**config.mk**
```make
export PLATFORM = sky130hd
export DESIGN_NAME = trackball_counter
export DESIGN_NICKNAME = d
export VERILOG_FILES = /design/src/rtl/trackball_counter.sv
export SDC_FILE = /design/constraint.sdc
export NUM_CORES = 1
export LEC_CHECK = 0
export ABC_AREA = 1
export BUFFER_PORTS_ARGS = -buffer_cell sky130_fd_sc_hd__buf_2
export CAP_MARGIN = 20
export CELL_PAD_IN_SITES_DETAIL_PLACEMENT = 0
export CELL_PAD_IN_SITES_GLOBAL_PLACEMENT = 1
export CORE_MARGIN = 2
export CORE_UTILIZATION = 30
export CTS_BUF_LIST = sky130_fd_sc_hd__clkbuf_8 sky130_fd_sc_hd__clkbuf_16
export DETAILED_ROUTE_END_ITERATION = 10
export PLACE_DENSITY_LB_ADDON = 0.12
export SYNTH_ARGS = -nofsm -noshare
export SYNTH_HDL_FRONTEND = slang
export SYNTH_SLANG_ARGS = --single-unit
```
**constraint.sdc**
```tcl
create_clock -name clk -period 1.4 [get_ports clk]
set_input_delay 0.21 -clock clk [delete_from_list [all_inputs] [get_ports clk]]
set_output_delay 0.21 -clock clk [all_outputs]
set_load 0.01 [all_outputs]
```
**src/rtl/trackball_counter.sv**
```systemverilog
// ---------------------------------------------------------------------------
// trackball_counter
//
// Turns the trackball emulator's toggle-per-step outputs (h_clk/h_dir,
// v_clk/v_dir) into two wrapping up/down position counters. The game CPU
// reads the counters through a registered read port. Each axis also drives
// 2-bit Gray-code quadrature phases for cores that decode quadrature.
//
// Parameters:
//   COUNT_W       width of each axis counter and of dout
//   CLEAR_ON_READ 1 = the axis being read is zeroed as it is sampled
//   SNAPSHOT      1 = an X read latches Y into a shadow; a Y read returns it
//
// Ports:
//   clk, reset       system clock, asynchronous active-high reset
//   h_clk, h_dir     horizontal step toggle / direction (0 = up), async
//   v_clk, v_dir     vertical step toggle / direction (0 = up), async
//   flip             inverts the direction of both axes
//   rd, rd_axis      one-cycle read strobe, axis select (0 = X, 1 = Y)
//   dout, dout_valid registered read data and its one-cycle valid pulse
//   quad_x, quad_y   quadrature phases {B,A} per axis
// ---------------------------------------------------------------------------
module trackball_counter #(
  parameter int COUNT_W       = 8,
  parameter int CLEAR_ON_READ = 0,
  parameter int SNAPSHOT      = 1
) (
  input  logic               clk,
  input  logic               reset,
  input  logic               h_clk,
  input  logic               h_dir,
  input  logic               v_clk,
  input  logic               v_dir,
  input  logic               flip,
  input  logic               rd,
  input  logic               rd_axis,
  output logic [COUNT_W-1:0] dout,
  output logic               dout_valid,
  output logic [1:0]         quad_x,
  output logic [1:0]         quad_y
);

  localparam logic [COUNT_W-1:0] ONE = COUNT_W'(1);

  // Bits [1:0] are the 2-FF synchroniser, bit [2] is the delayed copy used
  // for edge detection.
  logic [2:0] h_clk_sync;
  logic [2:0] v_clk_sync;
  logic [1:0] h_dir_sync;
  logic [1:0] v_dir_sync;

  // After reset releases, the synchroniser pipeline refills from 0 to the
  // current input level. That fill would look like a toggle if h_clk/v_clk
  // sit high, so steps are ignored until the pipeline has settled.
  logic [1:0] arm_cnt;
  logic       armed;

  logic step_h;
  logic step_v;
  logic dir_h;
  logic dir_v;

  logic [COUNT_W-1:0] x_cnt;
  logic [COUNT_W-1:0] y_cnt;
  logic [COUNT_W-1:0] shadow;
  logic [COUNT_W-1:0] x_base;
  logic [COUNT_W-1:0] y_base;
  logic [COUNT_W-1:0] x_next;
  logic [COUNT_W-1:0] y_next;
  logic [COUNT_W-1:0] rd_data;
  logic [1:0]         phase_x;
  logic [1:0]         phase_y;
  logic               rd_x;
  logic               rd_y;

  assign armed = (arm_cnt == 2'd3);

  // Synchronisers, arm counter, and the registered step/direction stage.
  always_ff @(posedge clk or posedge reset) begin
    if (reset) begin
      h_clk_sync <= '0;
      v_clk_sync <= '0;
      h_dir_sync <= '0;
      v_dir_sync <= '0;
      arm_cnt    <= '0;
      step_h     <= 1'b0;
      step_v     <= 1'b0;
      dir_h      <= 1'b0;
      dir_v      <= 1'b0;
    end else begin
      h_clk_sync <= {h_clk_sync[1:0], h_clk};
      v_clk_sync <= {v_clk_sync[1:0], v_clk};
      h_dir_sync <= {h_dir_sync[0], h_dir};
      v_dir_sync <= {v_dir_sync[0], v_dir};
      if (!armed) begin
        arm_cnt <= arm_cnt + 2'd1;
      end
      // Both edges of the toggle count as one step each.
      step_h <= armed & (h_clk_sync[1] ^ h_clk_sync[2]);
      step_v <= armed & (v_clk_sync[1] ^ v_clk_sync[2]);
      dir_h  <= h_dir_sync[1] ^ flip;
      dir_v  <= v_dir_sync[1] ^ flip;
    end
  end

  // Next counter values: the read clear happens first, then any step in the
  // same cycle is applied on top so it is never lost. With SNAPSHOT the X
  // read is the sampling point for Y as well, so it is the X read that
  // clears live Y and a later Y read (of the shadow) leaves live Y alone.
  always_comb begin
    rd_x    = rd & ~rd_axis;
    rd_y    = rd & rd_axis;
    x_base  = x_cnt;
    y_base  = y_cnt;
    rd_data = x_cnt;
    if (CLEAR_ON_READ != 0) begin
      if (rd_x) begin
        x_base = '0;
      end
      if ((SNAPSHOT != 0) ? rd_x : rd_y) begin
        y_base = '0;
      end
    end
    x_next = x_base;
    if (step_h) begin
      x_next = dir_h ? (x_base - ONE) : (x_base + ONE);
    end
    y_next = y_base;
    if (step_v) begin
      y_next = dir_v ? (y_base - ONE) : (y_base + ONE);
    end
    if (rd_axis) begin
      rd_data = (SNAPSHOT != 0) ? shadow : y_cnt;
    end
  end

  // Counters, shadow and read port. dout holds until the next strobe.
  always_ff @(posedge clk or posedge reset) begin
    if (reset) begin
      x_cnt      <= '0;
      y_cnt      <= '0;
      shadow     <= '0;
      dout       <= '0;
      dout_valid <= 1'b0;
    end else begin
      x_cnt      <= x_next;
      y_cnt      <= y_next;
      dout_valid <= rd;
      if (rd) begin
        dout <= rd_data;
      end
      if ((SNAPSHOT != 0) && rd_x) begin
        shadow <= y_cnt;
      end
    end
  end

  // Quadrature phase counters; untouched by reads and clears.
  always_ff @(posedge clk or posedge reset) begin
    if (reset) begin
      phase_x <= '0;
      phase_y <= '0;
    end else begin
      if (step_h) begin
        phase_x <= dir_h ? (phase_x - 2'd1) : (phase_x + 2'd1);
      end
      if (step_v) begin
        phase_y <= dir_v ? (phase_y - 2'd1) : (phase_y + 2'd1);
      end
    end
  end

  // Binary phase to Gray: 0,1,2,3 -> 00,01,11,10.
  assign quad_x = {phase_x[1], phase_x[1] ^ phase_x[0]};
  assign quad_y = {phase_y[1], phase_y[1] ^ phase_y[0]};

endmodule

```
=== After elaboration in Yosys (flattened, before gate mapping) ===
Cells that the tools add are included.

* Input bits: 9
* Logic and storage cells: 41
* Output and inout bits: 13
* Bits in registers: 53

* $add $sub $neg: 9
* Muxes and demuxes: 5
* Equal/unequal tests: 1
* Bitwise operators: 10

{| class="wikitable"
|+ Operator list
! cell !! count
|-
| $mux 8 || 3
|-
| $add 8x1->8 const B || 2
|-
| $sub 8x1->8 const B || 2
|-
| $add 2x1->2 const B || 3
|-
| $xor 1x1->1 || 6
|-
| $mux 2 || 2
|-
| $sub 2x1->2 const B || 2
|-
| $and 1x1->1 || 3
|-
| $eq 2x2->1 const B || 1
|-
| $not 1->1 || 1
|}

=== Logic depth before layout (Yosys ltp) ===
Gate-level depths: netlist of run 1.

* Depth in word-level cells: 2
* Mapped depth: 10
* Depth with buffers taken out: 10

=== Worst setup path before layout of run 1 ===
OpenSTA, ideal clock, no wires.

* Path kind: reg2reg
* Start: reg dir_v
* End: reg y_cnt[6] (netlist: y_base[6])
* Slack: -0.158 ns
* Cell stages (with the launch flop): 11
* Library setup time: 0.117 ns
* Data required time: 1.283 ns
* Path buffers: 0
* Period minus slack after synthesis: 1.558 ns
* Arrival: 1.440 ns
* Path through: dfrtp_1 inv_1 fa_1 inv_1 nand2_1 nand2_1 nand3b_1 nand2_1 nand2_1 nand3_1 nand2_1

* Longest elaborated chain between the ends: 1

{| class="wikitable"
|+ RTL lines
! item !! line !! text
|-
| start: declaration || 61 || <nowiki>logic dir_v;</nowiki>
|-
| start signal: assignment || 102 || <nowiki>dir_v <= v_dir_sync[1] ^ flip;</nowiki>
|-
| $mux 8 || 130 || <nowiki>y_next = dir_v ? (y_base - ONE) : (y_base + ONE);</nowiki>
|-
| end signal: assignment || 147 || <nowiki>y_cnt <= y_next;</nowiki>
|-
| end: declaration || 64 || <nowiki>logic [COUNT_W-1:0] y_cnt;</nowiki>
|}

No other way between the ends.
A chain may end at the register's enable or synchronous reset.

=== Worst setup path in the final report of run 1 ===
* Start: reg dir_v
* End: reg y_cnt[4] (netlist: y_base[4])

Same word-level chain as after synthesis.

==> results of run 1 <==
area by class of cell:
class / instances / area [µm²] / share of cell area, %
tap: 108 / 135.1 / 3.877
timing repair buffer: 72 / 531.8 / 15.25
multi-input combinational: 197 / 1280 / 36.72
clock buffer: 5 / 68.82 / 1.974
inverter: 28 / 116.4 / 3.338
sequential: 53 / 1329 / 38.12
clock inverter: 3 / 25.02 / 0.7179
how the worst max path moves through the flow:
| stage | start | slack (ns) | cells after the start | to |
|---|---|---|---|---|
| global route | dir_v | -0.27 | 8 | y_base[7] |
| CTS | dir_v | -0.15 | 8 | y_base[5] |
| detailed placement | dir_h | -0.15 | 7 | x_base[7] |
| floorplan | dir_v | -0.02 | 6 | y_base[7] |
| global placement | dir_h | -0.14 | 7 | x_base[7] |
| finish | dir_v | -0.17 | 7 | y_base[4] |
metrics by stage:
stage / utilization (%) / cell area [µm²] / TNS [ns] / worst slack [ns]
5_1_grt: 40.56 / 3486 / -1.903 / -0.2680
3_3_place_gp: 35.50 / 3050 / -0.9210 / -0.1367
4_1_cts: 38.92 / 3344 / -1.144 / -0.1537
3_5_place_dp: 35.50 / 3050 / -1.084 / -0.1477
2_1_floorplan: - / 2619 / -0.1357 / -0.02338
6_report: 40.56 / 3486 / -1.053 / -0.1671
logic make-up (layout without fill, tap and decap cells):
group,after synthesis,in the layout
buffers and inverters,37,108
multiplexers,5,5
flip-flops,53,53
XOR/XNOR,13,13
AND/OR/NAND/NOR,137,137
AO/OA/AOI/OAI,27,27
adder cells (fa/ha/maj),15,15
worst register-to-register path, cell delays in order (launching register included):
cell,delay [ns]
sky130_fd_sc_hd__dfrtp_2,0.50
sky130_fd_sc_hd__buf_4,0.17
sky130_fd_sc_hd__ha_4,0.23
sky130_fd_sc_hd__or2_1,0.24
sky130_fd_sc_hd__and2_4,0.17
sky130_fd_sc_hd__nand2_1,0.05
sky130_fd_sc_hd__nand2_1,0.04
sky130_fd_sc_hd__o21ai_1,0.11
synthesized netlist by cell type (all sizes together):
library cell   n
nand3b         4
xor2          10
nand3         16
fa             2
o21ai         11
mux2           5
inv           28
buf            9
dfrtp         53
o22ai          2
ha            13
xnor2          3
nor2          23
a21oi          6
or2            4
and2           2
a31oi          8
nand2         88
power breakdown:
part	leakage (nW)	internal [mW]	switching (mW)
clock	0.0447	0.363	0.550
sequential	0.619	2.03	0.382
combinational	1.05	1.95	1.76
total	1.71	4.33	2.70
timing repair:
action / 4_1_cts / 5_1_grt
buffers inserted: 7 / 7
endpoints found under the setup margin: 10 / 11
endpoints found under the hold margin: 20 / 0
pin swaps: 9 / 9
gates resized for setup: 17 / 23
hold buffers: 5 / 0
registers in the layout (all words and copies together), names as in the netlist:
signal	count
v_clk_sync	3
phase_x	2
dir_v	1
step_h	1
step_v	1
dir_h	1
y_base	8
dout	8
dout_valid	1
h_dir_sync	2
phase_y	2
arm_cnt	2
v_dir_sync	2
h_clk_sync	3
x_base	8
shadow	8
layer usage:
layer  global-route usage (%)  routed length, µm  vias to the layer above
li1                         -                  -                     1050
met1                    19.35               3014                      922
met2                    18.91               2537                       19
met3                    2.662                126                        4
met4                    3.205                 65                        0
met5                        0                  0                        -
cell usage in the layout (no fill, tap or decap), types with 2 or more instances in the layout:
| master | count |
|---|---|
| sky130_fd_sc_hd__o21ai_0 | 8 |
| sky130_fd_sc_hd__buf_2 | 21 |
| sky130_fd_sc_hd__dfrtp_2 | 2 |
| sky130_fd_sc_hd__inv_2 | 4 |
| sky130_fd_sc_hd__clkinvlp_4 | 2 |
| sky130_fd_sc_hd__fa_2 | 2 |
| sky130_fd_sc_hd__xor2_1 | 10 |
| sky130_fd_sc_hd__dlygate4sd3_1 | 5 |
| sky130_fd_sc_hd__o22ai_1 | 2 |
| sky130_fd_sc_hd__and2_4 | 2 |
| sky130_fd_sc_hd__ha_1 | 5 |
| sky130_fd_sc_hd__mux2_4 | 2 |
| sky130_fd_sc_hd__a31oi_1 | 8 |
| sky130_fd_sc_hd__nand3_1 | 14 |
| sky130_fd_sc_hd__buf_6 | 5 |
| sky130_fd_sc_hd__dfrtp_1 | 51 |
| sky130_fd_sc_hd__ha_4 | 8 |
| sky130_fd_sc_hd__nor2_1 | 20 |
| sky130_fd_sc_hd__o21ai_1 | 3 |
| sky130_fd_sc_hd__mux2_2 | 3 |
| sky130_fd_sc_hd__or2_4 | 3 |
| sky130_fd_sc_hd__inv_1 | 22 |
| sky130_fd_sc_hd__buf_4 | 40 |
| sky130_fd_sc_hd__clkbuf_8 | 5 |
| sky130_fd_sc_hd__nand2_1 | 75 |
| sky130_fd_sc_hd__a21oi_1 | 2 |
| sky130_fd_sc_hd__nand3_2 | 2 |
| sky130_fd_sc_hd__nand3b_1 | 4 |
| sky130_fd_sc_hd__nand2_2 | 12 |
| sky130_fd_sc_hd__xnor2_1 | 3 |
| sky130_fd_sc_hd__nor2_2 | 3 |
| sky130_fd_sc_hd__a21oi_2 | 4 |
==> impl_results.rst, run 1 <==
.. list-table::
   :header-rows: 1

   * - Metric
     - Value
   * - Status
     - complete, but fails checks
   * - Failing checks
     - negative setup slack
   * - Worst Hold End
     - dir_v
   * - Starting density of the core
     - 30.34%
   * - DRT iter0 DRCs
     - 64
   * - Post-synthesis mux area share
     - 2.447%
   * - # nets final
     - around 380
   * - Number of diodes
     - 0
   * - Vert. Die Dim
     - 97.23 µm
   * - Fraction of final layout cells with drive strength greater than 1
     - 34.92%
   * - Cells on worst reg2reg path
     - 7
   * - Syn_area_per_cell
     - 9.085 µm²
   * - Detailed-router iteration count before antenna repair
     - 4
   * - Number of buffer and inverter instances along the worst setup path
     - 1
   * - Count of input and output buffers
     - 21
   * - Area share of fa/ha/maj cells after synthesis
     - 7.774%
   * - Leakage power of the design
     - 1.709 nW
   * - Largest family of logic cells by synthesized area
     - simple AND/OR/NAND/NOR gates
   * - Area of the placeable core
     - ~0.0086 mm²
   * - GRT Total Usage
     - 12.84%
   * - Clock Path Buffers
     - 2
   * - Reg2reg start
     - dir_v
   * - Worst min-delay path category
     - in2reg
   * - Overall routed net length
     - 5744 µm
   * - RSZ-0062 raised after global routing
     - yes
   * - Clk_lat worst skew
     - 0.31 ns
   * - Level count of the clock H-tree
     - 2
   * - Post-synth top area share
     - 50.86%
   * - Delay contributed by the slowest stage of the critical path
     - 0.50 ns
   * - Core Rows
     - 34
   * - Post-synthesis simple-gate area fraction
     - between 20% and 30%
   * - Setup WS post-layout
     - -0.1671 ns
   * - Clock tree from TritonCTS
     - done
   * - Die ar.
     - between 0.009 and 0.01 mm²
   * - Area fraction in compound gates after synthesis
     - 5.662%
   * - Cells along the critical path
     - buf_4 > ha_4 > or2_1 > and2_4 > nand2_1 > nand2_1 > o21ai_1
   * - Number of standard cells in the layout, taps in and fillers out
     - between 400 and 500
   * - Smallest hold slack
     - 0.1043 ns
   * - Layout area overhead
     - 33.69%
   * - Peak fanout along the critical path
     - 8
   * - Highest achievable clock rate
     - 0.6381 GHz
   * - Largest cells by area after synthesis
     - sky130_fd_sc_hd__dfrtp_1 (51%), sky130_fd_sc_hd__nand2_1 (13%), sky130_fd_sc_hd__ha_1 (6.2%)
   * - Maximum VDD drop
     - slightly above 0.6 mV
   * - CTS clk-pin slew, worst paths
     - between 0.1 and 0.15 ns
   * - Via count
     - 1995
   * - Min Tclk post-route
     - 1.567 ns
   * - Max stage delay cell, worst path
     - sky130_fd_sc_hd__dfrtp_2
   * - Worst Tran Pin Value
     - roughly 0.43 ns
   * - Power, Total
     - 7.031 mW
   * - Number of buffers inserted during clock tree synthesis
     - 5
   * - Setup CP Type
     - reg2reg
   * - Sequential-to-total area share from yosys stat
     - 50.86%
   * - Fraction of the cycle the final worst path needs
     - 111.9%
   * - Average vias per placed instance
     - between 4 and 5
   * - Antenna violations before repair
     - 0
   * - Final hold vios
     - 0
   * - Ports
     - 22
   * - Count of final max-slew check failures
     - 0
   * - Max Clock Skew
     - 0.008449 ns
   * - Number of DRC violations after detailed routing
     - 0
   * - Die width
     - 97.23 µm
   * - Warning count from the yosys run
     - 0
   * - Cell variety after synth
     - 24
   * - Number of global-route vias before repair
     - 1983
   * - Worst slew margin relative to its limit
     - a little under three quarters
   * - Critical path required time
     - 1.65 ns
   * - Worst min-delay path startpoint
     - flip
   * - Maximum number of pins on one net before global-route repair
     - 25
   * - Fill cell total of the finished layout
     - 884
   * - Cell mode on critical path
     - sky130_fd_sc_hd__nand2_1
   * - ANT nets after route
     - 0
   * - Gr ovfl total
     - 0
   * - Post-synth design cell area
     - 0.002608 mm²
   * - Worst hold stages
     - 2
   * - Placer Congestion
     - 0.7293
   * - Global-route wire length before repair
     - around 9900 µm
   * - Post-detail-place hpwl
     - 4054 µm
   * - Net count after synthesis
     - 311
   * - Startpoint Class
     - flop
   * - Destination of the worst register-to-register timing path
     - y_base[4]
   * - Post-synthesis sequential element count
     - 53
   * - Number of cells after detailed placement
     - 440
   * - Final-report setup violation count
     - 8
   * - Cell family contributing the most delay on the critical path
     - flip-flops
   * - Clock root buffer
     - sky130_fd_sc_hd__clkbuf_8
   * - Nature of the critical path endpoint
     - flop
   * - Cell count after synthesis
     - 287
   * - XOR/XNOR Fraction of Synth Area
     - under 10%
   * - Worst R2R Setup Slack
     - -0.17 ns
   * - Top cell type by total area after synthesis
     - sky130_fd_sc_hd__dfrtp_1
   * - TritonCTS Sinks
     - 53
   * - Maxcap violations
     - 0
   * - Routed len/inst
     - around 12 µm
   * - Worst endpoint data arrival time
     - approximately 1.8 ns
   * - Pwr/cell area
     - 2017 mW/mm²
Note: power is estimated with default switching activity, not from simulation.
==> inputs of run 2 (changes only) <==
--- a/config.mk
+++ b/config.mk
@@ -5,7 +5,7 @@
 export SDC_FILE = /design/constraint.sdc
 export NUM_CORES = 1
 export LEC_CHECK = 0
-export ABC_AREA = 1
+export ABC_AREA = 0
 export BUFFER_PORTS_ARGS = -buffer_cell sky130_fd_sc_hd__buf_2
 export CAP_MARGIN = 20
 export CELL_PAD_IN_SITES_DETAIL_PLACEMENT = 0
==> run 2 against run 1 <==
- the run still ends with negative setup slack left
- synthesized cell count down 17%
- critical path depth did not move
- total power increased by 12%
- first-iteration DRC count is the same
- clock skew down 0.0015 ns
- final cell count fell by 7.9%
- maximum frequency down 23%
- sequential power about the same
- largest cell class is now multi-input combinational cells
- largest power group unchanged
==> impl_results.rst, run 2 <==
.. list-table::
   :header-rows: 1

   * - Metric
     - Value
   * - Status
     - complete, but fails checks
   * - Failing checks
     - negative setup slack
   * - Min Tclk post-route
     - 2.042 ns
   * - Async set-reset flop share out of synthesis
     - 100.0%
   * - GRT Total Usage
     - 12.85%
   * - Area share of fa/ha/maj cells after synthesis
     - 7.774%
   * - Ports
     - 22
   * - Nature of the critical path endpoint
     - flop
   * - Cells on worst reg2reg path
     - 7
   * - Worst Tran Pin Value
     - between 0.3 and 0.4 ns
   * - Count of final max-slew check failures
     - 0
   * - Number of buffer and inverter instances along the worst setup path
     - 1
   * - Clock root buffer
     - sky130_fd_sc_hd__clkbuf_8
   * - Reg2reg start
     - dir_v
   * - Worst min-delay path category
     - in2reg
   * - Area of the placeable core
     - 0.008593 mm²
   * - Placer Congestion
     - approximately 0.77
   * - Largest family of logic cells by synthesized area
     - compound AO/OA/AOI/OAI gates
   * - Syn_area_per_cell
     - 10.91 µm²
   * - Largest cells by area after synthesis
     - sky130_fd_sc_hd__dfrtp_1 (51%), sky130_fd_sc_hd__ha_1 (6.2%), sky130_fd_sc_hd__nand2_1 (4.0%)
   * - Core Rows
     - 34
   * - Fill cell total of the finished layout
     - 837
   * - Commonest non-fill, non-tap cells in the layout
     - sky130_fd_sc_hd__dfrtp_1 (51), sky130_fd_sc_hd__buf_4 (51), sky130_fd_sc_hd__nand2_1 (28), sky130_fd_sc_hd__buf_2 (21), sky130_fd_sc_hd__nor2_1 (19)
   * - Post-synthesis simple-gate area fraction
     - 10.65%
   * - Peak fanout along the critical path
     - 5
   * - Final core occ
     - between 40 and 50%
   * - Worst R2R Setup Slack
     - -0.64 ns
   * - Cell variety after synth
     - 38
   * - Smallest hold slack
     - 0.1167 ns
   * - Max Clock Skew
     - about 0.007 ns
   * - Most used flip-flop cell after synthesis
     - sky130_fd_sc_hd__dfrtp_1
   * - Maximum VDD drop
     - 0.7446 mV
   * - Worst slew margin relative to its limit
     - 76.23%
   * - XOR/XNOR Fraction of Synth Area
     - under 10%
   * - Maximum number of pins on one net before global-route repair
     - 54
   * - Sequential-to-total area share from yosys stat
     - between 50% and 60%
   * - Final hold vios
     - 0
   * - TritonCTS Sinks
     - 53
   * - Setup WS post-layout
     - -0.6423 ns
   * - Routed len/inst
     - around 14 µm
   * - Via count
     - 1934
   * - Number of DRC violations after detailed routing
     - 0
   * - Worst endpoint data arrival time
     - 2.23 ns
   * - Post-detail-place hpwl
     - 4185 µm
   * - Placed inst area
     - 0.003279 mm²
   * - # nets final
     - 345
   * - Net count after synthesis
     - 263
   * - Fraction of final layout cells with drive strength greater than 1
     - ~40%
   * - Pwr/cell area
     - 2155 mW/mm²
   * - Footprint of the multi-input gates
     - 0.001431 mm²
   * - Number of diodes
     - 0
   * - Design area
     - 0.003651 mm²
   * - Detailed-router iteration count before antenna repair
     - 4
   * - Maxcap violations
     - 0
   * - Worst slack after detailed placement
     - -0.6373 ns
   * - Termination of the worst setup path
     - y_base[6]
   * - Die width
     - just under 100 µm
   * - Number of global-route vias before repair
     - 1989
   * - Post-synth top area share
     - 50.86%
   * - Area of all sequential standard cells
     - 0.001329 mm²
   * - Setup CP Type
     - reg2reg
   * - Die ar.
     - 0.009454 mm²
   * - RSZ-0062 raised after global routing
     - yes
   * - Global-route wire length before repair
     - 9853 µm
   * - Startpoint Class
     - flop
   * - Overall routed net length
     - 5871 µm
   * - Count of input and output buffers
     - 21
   * - Level count of the clock H-tree
     - 2
   * - Gr ovfl total
     - 0
   * - Average vias per placed instance
     - 4.508
   * - Layout area overhead
     - 40.02%
   * - Number of enable-type register cells in the synthesized netlist
     - 0
   * - Max stage delay cell, worst path
     - sky130_fd_sc_hd__dfrtp_2
   * - CTS clk-pin slew, worst paths
     - 0.09 ns
   * - Cell with the most instances after synthesis
     - sky130_fd_sc_hd__dfrtp_1
   * - WP depth
     - 7
   * - Post-synth design cell area
     - 0.002608 mm²
   * - Warning count from the yosys run
     - 0
   * - Highest achievable clock rate
     - 0.4897 GHz
   * - Delay contributed by the slowest stage of the critical path
     - between 0.4 and 0.5 ns
   * - Leakage power of the design
     - around 1.7 nW
   * - Final-report setup violation count
     - 11
   * - ANT nets after route
     - 0
   * - Clock tree from TritonCTS
     - done
   * - Cell family contributing the most delay on the critical path
     - compound AO/OA/AOI/OAI gates
   * - Number of buffers inserted during clock tree synthesis
     - 5
   * - Starting density of the core
     - 30.34%
   * - DRT iter0 DRCs
     - 64
   * - Post-synthesis sequential element count
     - 53
   * - Fraction of the cycle the final worst path needs
     - 145.9%
   * - Vert. Die Dim
     - 97.23 µm
   * - Clk_lat worst skew
     - 0.30 ns
   * - Critical path required time
     - 1.59 ns
   * - Cell count after synthesis
     - 239
   * - Top cell type by total area after synthesis
     - sky130_fd_sc_hd__dfrtp_1
   * - Destination of the worst register-to-register timing path
     - y_base[6]
   * - Launch point of the worst path
     - dir_v
   * - Area fraction in compound gates after synthesis
     - 14.44%
   * - List of most frequent post-synthesis cells
     - sky130_fd_sc_hd__dfrtp_1 (53), sky130_fd_sc_hd__nand2_1 (28), sky130_fd_sc_hd__nor2_1 (21), sky130_fd_sc_hd__a21oi_1 (15), sky130_fd_sc_hd__ha_1 (13)
   * - Cells along the critical path
     - inv_2 > fa_2 > and2b_1 > o31a_2 > o21ai_2 > mux2_4 > a221o_1
   * - Post-synthesis mux area share
     - 6.430%
   * - Antenna violations before repair
     - 0
   * - Clock Path Buffers
     - 2
==> run 2: final cells by class <==
| type | count | share of cell area [%] |
|---|---|---|
| multi-input cells | 169 | 39.20 |
| flip-flops and latches | 53 | 36.39 |
| well taps | 108 | 3.701 |
| repair buffers | 83 | 16.83 |
| clock buffers | 5 | 1.885 |
| clock inverters | 2 | 0.9596 |
| inverters | 9 | 1.028 |
==> run 2: worst min-delay path by stage <==
stage | cells past startpoint | endpoint | from | slack (ns)
final | 2 | dir_v | flip | 0.12
after detailed placement | 3 | phase_x[1] | reset | 0.31
after CTS | 2 | dir_v | flip | 0.11
after global placement | 3 | phase_x[1] | reset | 0.30
after floorplan | 0 | dout_valid | rd | 0.24
after global routing | 2 | dir_v | flip | 0.12
==> run 2: timing repair <==
action,in CTS,in global routing
hold endpoints to repair,57,0
pin swaps,7,16
gates cloned,0,0
resized for setup,19,14
hold buffers,5,0
setup buffers,5,5
endpoints found under the setup margin,11,11
==> run 2: cell families (layout without fill, tap and decap cells) <==
group | after synthesis | count (layout)
flip-flops | 53 | 53
AND/OR/NAND/NOR | 64 | 64
multiplexers | 16 | 16
buffers and inverters | 17 | 99
adder cells (fa/ha/maj) | 15 | 15
XOR/XNOR | 21 | 21
AO/OA/AOI/OAI | 53 | 53
==> run 2: per-stage QoR <==
| step | instances | setup TNS (ns) | power (mW) |
|---|---|---|---|
| 2_1_floorplan | 239 | -2.685 | 4.721 |
| 3_3_place_gp | 409 | -4.155 | 6.250 |
| 3_5_place_dp | 409 | -4.215 | 6.267 |
| 4_1_cts | 426 | -4.154 | 7.673 |
| 5_1_grt | 429 | -5.292 | 8.480 |
| 6_report | 429 | -4.376 | 7.870 |
==> run 2: power by group <==
group	switching [mW]	internal (mW)	leakage [nW]
Combinational	1.92	2.49	1.02
Clock	0.497	0.521	0.0540
Sequential	0.416	2.02	0.618
Total	2.83	5.04	1.69
==> run 2: metal layers <==
layer	up-vias	share of wire, %	track usage, %
li1	986	-	-
met1	911	50	18.07
met2	33	47	20.46
met3	4	3.3	3.022
met4	0	0.44	2.564
met5	-	0	0
